$ cat src/rtl/bank_timing_fsm.sv
// Per-bank DRAM command FSM: enforces tRCD/tRAS/tWR/tRP/tRFC with down-counters and tracks refresh debt.
// Define BANK_REFRESH_POSTPONE_EN to let refresh yield to traffic until MAX_POSTPONE refreshes are owed.
module bank_timing_fsm #(
    parameter int ROW_W        = 16,
    parameter int COL_W        = 10,
    parameter int T_RCD        = 4,
    parameter int T_RAS        = 10,
    parameter int T_WR         = 5,
    parameter int T_RP         = 4,
    parameter int T_RFC        = 110,
    parameter int T_REFI       = 3900,
    parameter int MAX_POSTPONE = 8,
    localparam int ADDR_W      = (ROW_W > COL_W) ? ROW_W : COL_W,
    localparam int DEBT_W      = $clog2(MAX_POSTPONE + 1)
) (
    input  logic              clk,
    input  logic              rst,
    input  logic              init_done,
    input  logic              req_valid,
    output logic              req_ready,
    input  logic              req_write,
    input  logic [ROW_W-1:0]  req_row,
    input  logic [COL_W-1:0]  req_col,
    input  logic              req_auto_pre,
    input  logic              wdata_full,
    output logic              cmd_valid,
    input  logic              cmd_ack,
    output logic [2:0]        cmd_type,
    output logic [ADDR_W-1:0] cmd_addr,
    output logic [3:0]        bank_state,
    output logic              row_open,
    output logic [ROW_W-1:0]  open_row,
    output logic [DEBT_W-1:0] refresh_debt,
    output logic              refresh_done
);

    localparam int WAIT_MAX = (T_RFC > T_RCD) ? ((T_RFC > T_RP) ? T_RFC : T_RP)
                                              : ((T_RCD > T_RP) ? T_RCD : T_RP);
    localparam int WAIT_W = $clog2(WAIT_MAX + 1);
    localparam int RAS_W  = $clog2(T_RAS + 1);
    localparam int WR_W   = $clog2(T_WR + 1);
    localparam int REFI_W = $clog2(T_REFI + 1);

`ifdef BANK_REFRESH_POSTPONE_EN
    localparam int DEBT_MAX = MAX_POSTPONE;
`else
    localparam int DEBT_MAX = 1;
`endif

    localparam logic [2:0] CMD_NOP = 3'd0;
    localparam logic [2:0] CMD_ACT = 3'd1;
    localparam logic [2:0] CMD_RD  = 3'd2;
    localparam logic [2:0] CMD_WR  = 3'd3;
    localparam logic [2:0] CMD_PRE = 3'd4;
    localparam logic [2:0] CMD_REF = 3'd5;

    typedef enum logic [3:0] {
        ST_INIT     = 4'd0,
        ST_IDLE     = 4'd1,
        ST_ACT      = 4'd2,
        ST_ACT_WAIT = 4'd3,
        ST_STANDBY  = 4'd4,
        ST_RD       = 4'd5,
        ST_WR       = 4'd6,
        ST_PRE      = 4'd7,
        ST_PRE_WAIT = 4'd8,
        ST_REF      = 4'd9,
        ST_REF_WAIT = 4'd10
    } state_t;

    state_t state, next_state;

    logic              buf_write;
    logic [ROW_W-1:0]  buf_row;
    logic [COL_W-1:0]  buf_col;
    logic              buf_auto_pre;
    logic              miss_pending;
    logic [WAIT_W-1:0] wait_cnt;
    logic [RAS_W-1:0]  tras_cnt;
    logic [WR_W-1:0]   twr_cnt;
    logic [REFI_W-1:0] refi_cnt;

    logic urgent, debt_pending, xfer, hit, acked, refi_wrap, ref_ack;

    assign urgent       = refresh_debt >= DEBT_W'(DEBT_MAX);
    assign debt_pending = refresh_debt != '0;
    assign req_ready    = (state == ST_IDLE || state == ST_STANDBY) && !urgent
                          && !(req_write && wdata_full);
    assign xfer         = req_valid && req_ready;
    assign hit          = req_row == open_row;
    assign acked        = cmd_valid && cmd_ack;
    assign refi_wrap    = (state != ST_INIT) && (refi_cnt == REFI_W'(T_REFI - 1));
    assign ref_ack      = (state == ST_REF) && acked;
    assign bank_state   = state;

    always_comb begin
        next_state = state;
        cmd_valid  = 1'b0;
        cmd_type   = CMD_NOP;
        cmd_addr   = '0;
        case (state)
            ST_INIT:     if (init_done) next_state = ST_IDLE;
            ST_IDLE: begin
                if (urgent || (debt_pending && !req_valid)) next_state = ST_REF;
                else if (xfer)                              next_state = ST_ACT;
            end
            ST_ACT: begin
                cmd_valid = 1'b1;
                cmd_type  = CMD_ACT;
                cmd_addr  = ADDR_W'(buf_row);
                if (cmd_ack) next_state = ST_ACT_WAIT;
            end
            ST_ACT_WAIT: if (wait_cnt == '0) next_state = buf_write ? ST_WR : ST_RD;
            ST_RD, ST_WR: begin
                cmd_valid = 1'b1;
                cmd_type  = (state == ST_WR) ? CMD_WR : CMD_RD;
                cmd_addr  = ADDR_W'(buf_col);
                if (cmd_ack) next_state = buf_auto_pre ? ST_PRE : ST_STANDBY;
            end
            ST_STANDBY: begin
                if (urgent)    next_state = ST_PRE;
                else if (xfer) next_state = hit ? (req_write ? ST_WR : ST_RD) : ST_PRE;
            end
            ST_PRE: begin
                // Hold the precharge back until both the row-active and write-recovery windows close.
                if (tras_cnt == '0 && twr_cnt == '0) begin
                    cmd_valid = 1'b1;
                    cmd_type  = CMD_PRE;
                    if (cmd_ack) next_state = ST_PRE_WAIT;
                end
            end
            ST_PRE_WAIT: begin
                if (wait_cnt == '0) begin
                    if (miss_pending)      next_state = ST_ACT;
                    else if (debt_pending) next_state = ST_REF;
                    else                   next_state = ST_IDLE;
                end
            end
            ST_REF: begin
                cmd_valid = 1'b1;
                cmd_type  = CMD_REF;
                if (cmd_ack) next_state = ST_REF_WAIT;
            end
            ST_REF_WAIT: if (wait_cnt == '0) next_state = ST_IDLE;
            default:     next_state = ST_INIT;
        endcase
    end

    always_ff @(posedge clk) begin
        if (rst) begin
            state        <= ST_INIT;
            buf_write    <= 1'b0;
            buf_row      <= '0;
            buf_col      <= '0;
            buf_auto_pre <= 1'b0;
            miss_pending <= 1'b0;
            wait_cnt     <= '0;
            tras_cnt     <= '0;
            twr_cnt      <= '0;
            refi_cnt     <= '0;
            row_open     <= 1'b0;
            open_row     <= '0;
            refresh_debt <= '0;
            refresh_done <= 1'b0;
        end else begin
            state <= next_state;

            if (xfer) begin
                buf_write    <= req_write;
                buf_row      <= req_row;
                buf_col      <= req_col;
                buf_auto_pre <= req_auto_pre;
            end

            if (state == ST_STANDBY && xfer && !hit)          miss_pending <= 1'b1;
            else if (state == ST_PRE_WAIT && wait_cnt == '0)  miss_pending <= 1'b0;

            if (state == ST_ACT && acked)      wait_cnt <= WAIT_W'(T_RCD - 2);
            else if (state == ST_PRE && acked) wait_cnt <= WAIT_W'(T_RP - 2);
            else if (ref_ack)                  wait_cnt <= WAIT_W'(T_RFC - 2);
            else if (wait_cnt != '0)           wait_cnt <= wait_cnt - 1'b1;

            if (state == ST_ACT && acked) tras_cnt <= RAS_W'(T_RAS - 1);
            else if (tras_cnt != '0)      tras_cnt <= tras_cnt - 1'b1;

            if (state == ST_WR && acked) twr_cnt <= WR_W'(T_WR - 1);
            else if (twr_cnt != '0)      twr_cnt <= twr_cnt - 1'b1;

            if (state == ST_ACT && acked) begin
                row_open <= 1'b1;
                open_row <= buf_row;
            end else if (state == ST_PRE && acked) begin
                row_open <= 1'b0;
            end

            if (state != ST_INIT) refi_cnt <= refi_wrap ? '0 : refi_cnt + 1'b1;

            // A wrap coinciding with a REF ack cancels out; otherwise saturate up or step down.
            if (refi_wrap && !ref_ack) begin
                if (refresh_debt < DEBT_W'(DEBT_MAX)) refresh_debt <= refresh_debt + 1'b1;
            end else if (ref_ack && !refi_wrap && debt_pending) begin
                refresh_debt <= refresh_debt - 1'b1;
            end

            refresh_done <= (state == ST_REF_WAIT) && (wait_cnt == '0);
        end
    end

endmodule

$ cat config.mk
export PLATFORM = sky130hd
export DESIGN_NAME = bank_timing_fsm
export DESIGN_NICKNAME = d
export VERILOG_FILES = /design/src/rtl/bank_timing_fsm.sv
export SDC_FILE = /design/constraint.sdc
export NUM_CORES = 1
export LEC_CHECK = 0
export ABC_CLOCK_PERIOD_IN_PS = 5200
export BUFFER_PORTS_ARGS = -buffer_cell sky130_fd_sc_hd__clkbuf_2
export CAP_MARGIN = 20
export CORE_MARGIN = 1
export CORE_UTILIZATION = 50
export DETAILED_ROUTE_END_ITERATION = 10
export PLACE_DENSITY = 0.79
export SYNTH_ARGS = -nofsm -noshare
export SYNTH_HDL_FRONTEND = slang
export SYNTH_SLANG_ARGS = --single-unit
$ cat constraint.sdc
create_clock -name clk -period 5.2 [get_ports clk]
set_clock_uncertainty 0.05 [all_clocks]
set_input_delay 0.78 -clock clk [delete_from_list [all_inputs] [get_ports clk]]
set_output_delay 0.78 -clock clk [all_outputs]
set_load 0.05 [all_outputs]
==> results <==
- The post-CTS setup buffer count is 0.
- The number of standard cells after synthesis is approximately 500.
- The number of enable-type register cells in the synthesized netlist is 0.
- The flow ran to the end, and the final reports show no timing, DRC or antenna violations.
- Registers take approximately 1600 sq um.
- After synthesis, the cell types taking the most area are sky130_fd_sc_hd__dfxtp_1 38%, sky130_fd_sc_hd__mux2i_1 7.5%, sky130_fd_sc_hd__a21oi_1 5.5%, sky130_fd_sc_hd__nand2_1 4.9%, sky130_fd_sc_hd__nor2_1 4.7%.
- The upper clock frequency limit is 294.6 MHz.
- The first-pass GRT wire length is between 15,000 and 20,000 um.
- The clock net in this run drives a total of 81 sinks.
- The number of nets handed over by synthesis was 542.
- The proportion of register bits with asynchronous set or reset after synthesis is 0.
- The number of hold buffers added after cts is 0.
- The tree is rooted in a sky130_fd_sc_hd__clkbuf_8.
- For this block, the routed nets add up to ~10,000 um of wire.
- The commonest cells after synthesis are 81 x sky130_fd_sc_hd__dfxtp_1, 56 x sky130_fd_sc_hd__nand2_1, 53 x sky130_fd_sc_hd__nor2_1.
- The total global routing track utilization is 0.2343.
- In this run the power density over the cells is 413.2 nW/um^2.
- The path category of the worst min-delay check is reg -> reg.
- The number of library cell types mapped by synthesis is 56.
- For this configuration, the core starts out at a cell density of 0.5185.
- The critical path is of the reg -> out type.
- In this run, post-CTS repair resized a total of 0 instances.
- Of the total synthesized cell area, the portion taken by XOR and XNOR cells is 0.06579.
- The violation count after the first detailed-routing iteration is about 320.
- Relative to the synthesized area, the layout overhead comes to 13.74%.
- The synthesized-area fraction occupied by ao, oa, aoi and oai cells is 0.1562.
- The multiplexer area fraction after synthesis is 0.07783.
- The region available for standard cell placement spans 8217 sq um.
- The remaining number of nets flagged by the antenna check after routing is 0.
- Setup repair after global routing left no endpoint under its margin.
- The number of filler cells placed in the layout is between 700 and 800.
- The number of antenna violations at the first check in global routing was 0.
- Clock-pin slew was measured on the worst setup and hold paths at approximately 0.1 ns.
- Broken down by cell family, the worst path's largest delay share belongs to flip-flops.
- The leakage power is approximately 2.1 nW.
- VDD sags by at most between 200 and 250 uV.
- Before antenna repair, the detailed router went through 5 iterations.
- The endpoint arrival time on the critical path is roughly 2.6 ns.
- The overall die height is 94.31 um.
- Dividing the final minimum period by the clock period gives 0.6528.
- TritonCTS built the clock tree.
- Clock latency on the worst-skew pair, taken at its later pin, is approximately 0.37 ns.
- For the finished layout, the period the worst path requires is between 3 and 4 ns.
- Global routing finished with a remaining overflow of 0.
- Headroom to the max-slew limit came out at 0.3603.
- Of the cells placed in the final design, the portion with a size suffix greater than 1 is 0.1989.
- The count of buffers added on input and output ports is 80.
- After synthesis, the largest family of logic cells by area is simple AND/OR/NAND/NOR gates.
- The count of pins over their slew limit was 0.
- After detailed routing, the number of vias per cell comes to roughly 5.6.
- The top-area cell type share of the netlist area is 0.3806.
- Routability-driven placement finished with a final weighted congestion of 0.9006.
- For this run, the leading register cell type out of synthesis is sky130_fd_sc_hd__dfxtp_1.
- 81 I/O pins were placed.
- The number of vias after detailed routing is 3,771.
- Setup violations remaining at the end of the flow were counted as 0.
- The tool flagged a number of max-cap violations equal to 0.
- The final setup TNS is 0 ns.
- 0 antenna diodes ended up in the layout.
- At the pin with the least slew margin, the transition time is between 0.9 and 1 ns.
- The required time at the worst-slack endpoint is 4.37 ns.
- In the routed design, unresolved DRC markers number 0.
- The summed instance area of the synthesized netlist is 4260 sq um.
- The maximum cell stage delay along the critical path is approximately 0.8 ns.
- Entering global routing, the biggest net connects 68 pins.
- In this run the worst path has a maximum fanout of 20.
- Hold is met by 0.4291 ns.
- Of the synthesized area, sequential elements account for 0.3806.
- The detailed-placement wirelength estimate is ~7100 um.
- The die is between 90 and 100 um wide.
- The setup check on the worst reg-to-reg path leaves a slack of ~2.5 ns.
- The fraction of the mapped netlist area in adder cells is 0.03524.
- The H-tree was split into 3 levels.
- The count of yosys warnings during synthesis is 0.
- The number of hold violations in the final report is 0.
- After the last flow step, the layout net total stands at 609.
- The number of core rows is 33.
- sky130_fd_sc_hd__dfxtp_1 takes more of the synthesized area than any other cell.
- Counting the buffers created by CTS gives 9.
- By instance count, the leading cell after synthesis is sky130_fd_sc_hd__dfxtp_1.
- The per-instance average area after synthesis is ~8.6 sq um.
- The critical path's slowest cell is sky130_fd_sc_hd__dfxtp_1.
- The endpoint kind of the worst setup timing path is an output port.
- The number of global-route vias before repair is between 3,000 and 4,000.
- Of the total synthesized cell area, the portion taken by AND, OR, NAND and NOR gates is 0.2288.
- Synthesis inferred 81 register bits.
- In the final routed layout, each cell accounts on average for roughly 15 um.
- The maximum buffer depth of the clock tree is 2.
- The die covers 8893 sq um.
- The category of the worst setup path launch point is a flop.
- The combined buffer and inverter count along the critical path is 2.
- Walking the worst path, the cells encountered are inv_1 > and3_1 > a22o_1 > clkbuf_2.
- The area used by multi-input combinational logic is 2402 sq um.
==> placed cells by master (no fill, tap or decap), types with 3 or more instances in the layout <==
cell type	instances
sky130_fd_sc_hd__a41o_1	3
sky130_fd_sc_hd__xor2_1	10
sky130_fd_sc_hd__nand3_1	9
sky130_fd_sc_hd__nor4_1	3
sky130_fd_sc_hd__mux2i_1	32
sky130_fd_sc_hd__nand2_1	56
sky130_fd_sc_hd__a21oi_1	47
sky130_fd_sc_hd__clkbuf_2	80
sky130_fd_sc_hd__a22o_1	10
sky130_fd_sc_hd__nand2b_1	6
sky130_fd_sc_hd__nor2_1	53
sky130_fd_sc_hd__and2_1	7
sky130_fd_sc_hd__or3_1	8
sky130_fd_sc_hd__clkbuf_8	9
sky130_fd_sc_hd__o21ai_0	19
sky130_fd_sc_hd__nor3_1	17
sky130_fd_sc_hd__dfxtp_1	81
sky130_fd_sc_hd__nand4_1	11
sky130_fd_sc_hd__inv_1	16
sky130_fd_sc_hd__or4_1	3
sky130_fd_sc_hd__and3_1	3
sky130_fd_sc_hd__buf_4	3
sky130_fd_sc_hd__xnor2_1	22
sky130_fd_sc_hd__ha_1	12
sky130_fd_sc_hd__inv_6	3
sky130_fd_sc_hd__nor2b_1	4
==> metal layers <==
metal	up-vias	GRT usage	share of wire
met3	22	0.05259	0.048
met5	-	0	0
met1	1767	0.3043	0.45
met4	0	0.09872	0.023
li1	1883	-	-
met2	99	0.3732	0.48
==> through the flow <==
stage | power [mW] | instance area [sq um] | worst slack [ns] | util | cells
floorplan | 1.387 | 4260 | 2.152 | - | 496
global placement | 1.488 | 4631 | 1.971 | 0.5636 | 656
detailed placement | 1.519 | 4631 | 1.839 | 0.5636 | 656
CTS | 2.003 | 4838 | 1.443 | 0.5889 | 672
global route | 2.108 | 4846 | 1.635 | 0.5898 | 673
finish | 2.002 | 4846 | 1.805 | 0.5898 | 673
==> cells by family (layout without fill, tap and decap cells) <==
kind of cell,count (synthesis),in the layout
flip-flops,81,81
buffers and inverters,43,115
adder cells (fa/ha/maj),12,12
multiplexers,33,33
AND/OR/NAND/NOR,195,195
XOR/XNOR,32,32
AO/OA/AOI/OAI,100,100
==> tightest hold or removal path, cell delays in order, from the launching register on <==
cell,delay (ns)
sky130_fd_sc_hd__dfxtp_1,0.33
sky130_fd_sc_hd__nand2_1,0.06
sky130_fd_sc_hd__a21oi_1,0.05
==> final cells by class <==
cell class | instances | area share
repair buffers | 83 | 0.08727
multi-input cells | 372 | 0.4957
clock inverters | 7 | 0.01730
flip-flops and latches | 81 | 0.3346
inverters | 16 | 0.01239
well taps | 105 | 0.02711
clock buffers | 9 | 0.02556
==> report_power, final <==
part | total, mW | switching (mW) | leakage [nW] | internal, mW
clock network | 0.489 | 0.258 | 0.103 | 0.231
registers | 0.815 | 0.109 | 0.657 | 0.705
logic | 0.699 | 0.427 | 1.34 | 0.272
total | 2.00 | 0.794 | 2.10 | 1.21
==> flip-flops by register name (all words and copies together) (netlist names) <==
register,flops
bank_state,4
twr_cnt,3
buf_write,1
open_row,16
buf_auto_pre,1
wait_cnt,7
buf_row,16
buf_col,10
refresh_done,1
miss_pending,1
tras_cnt,4
row_open,1
refresh_debt,4
refi_cnt,12
==> path summary, 6_finish.rpt <==
kind / cells past startpoint / startpoint / to
min: 2 / buf_row[15] / open_row[15]
max: 4 / bank_state[2] / cmd_addr[2]
max reg2reg: 4 / bank_state[1] / open_row[0]
min reg2reg: 2 / buf_row[15] / open_row[15]
Power figures use the tool's default switching activity.
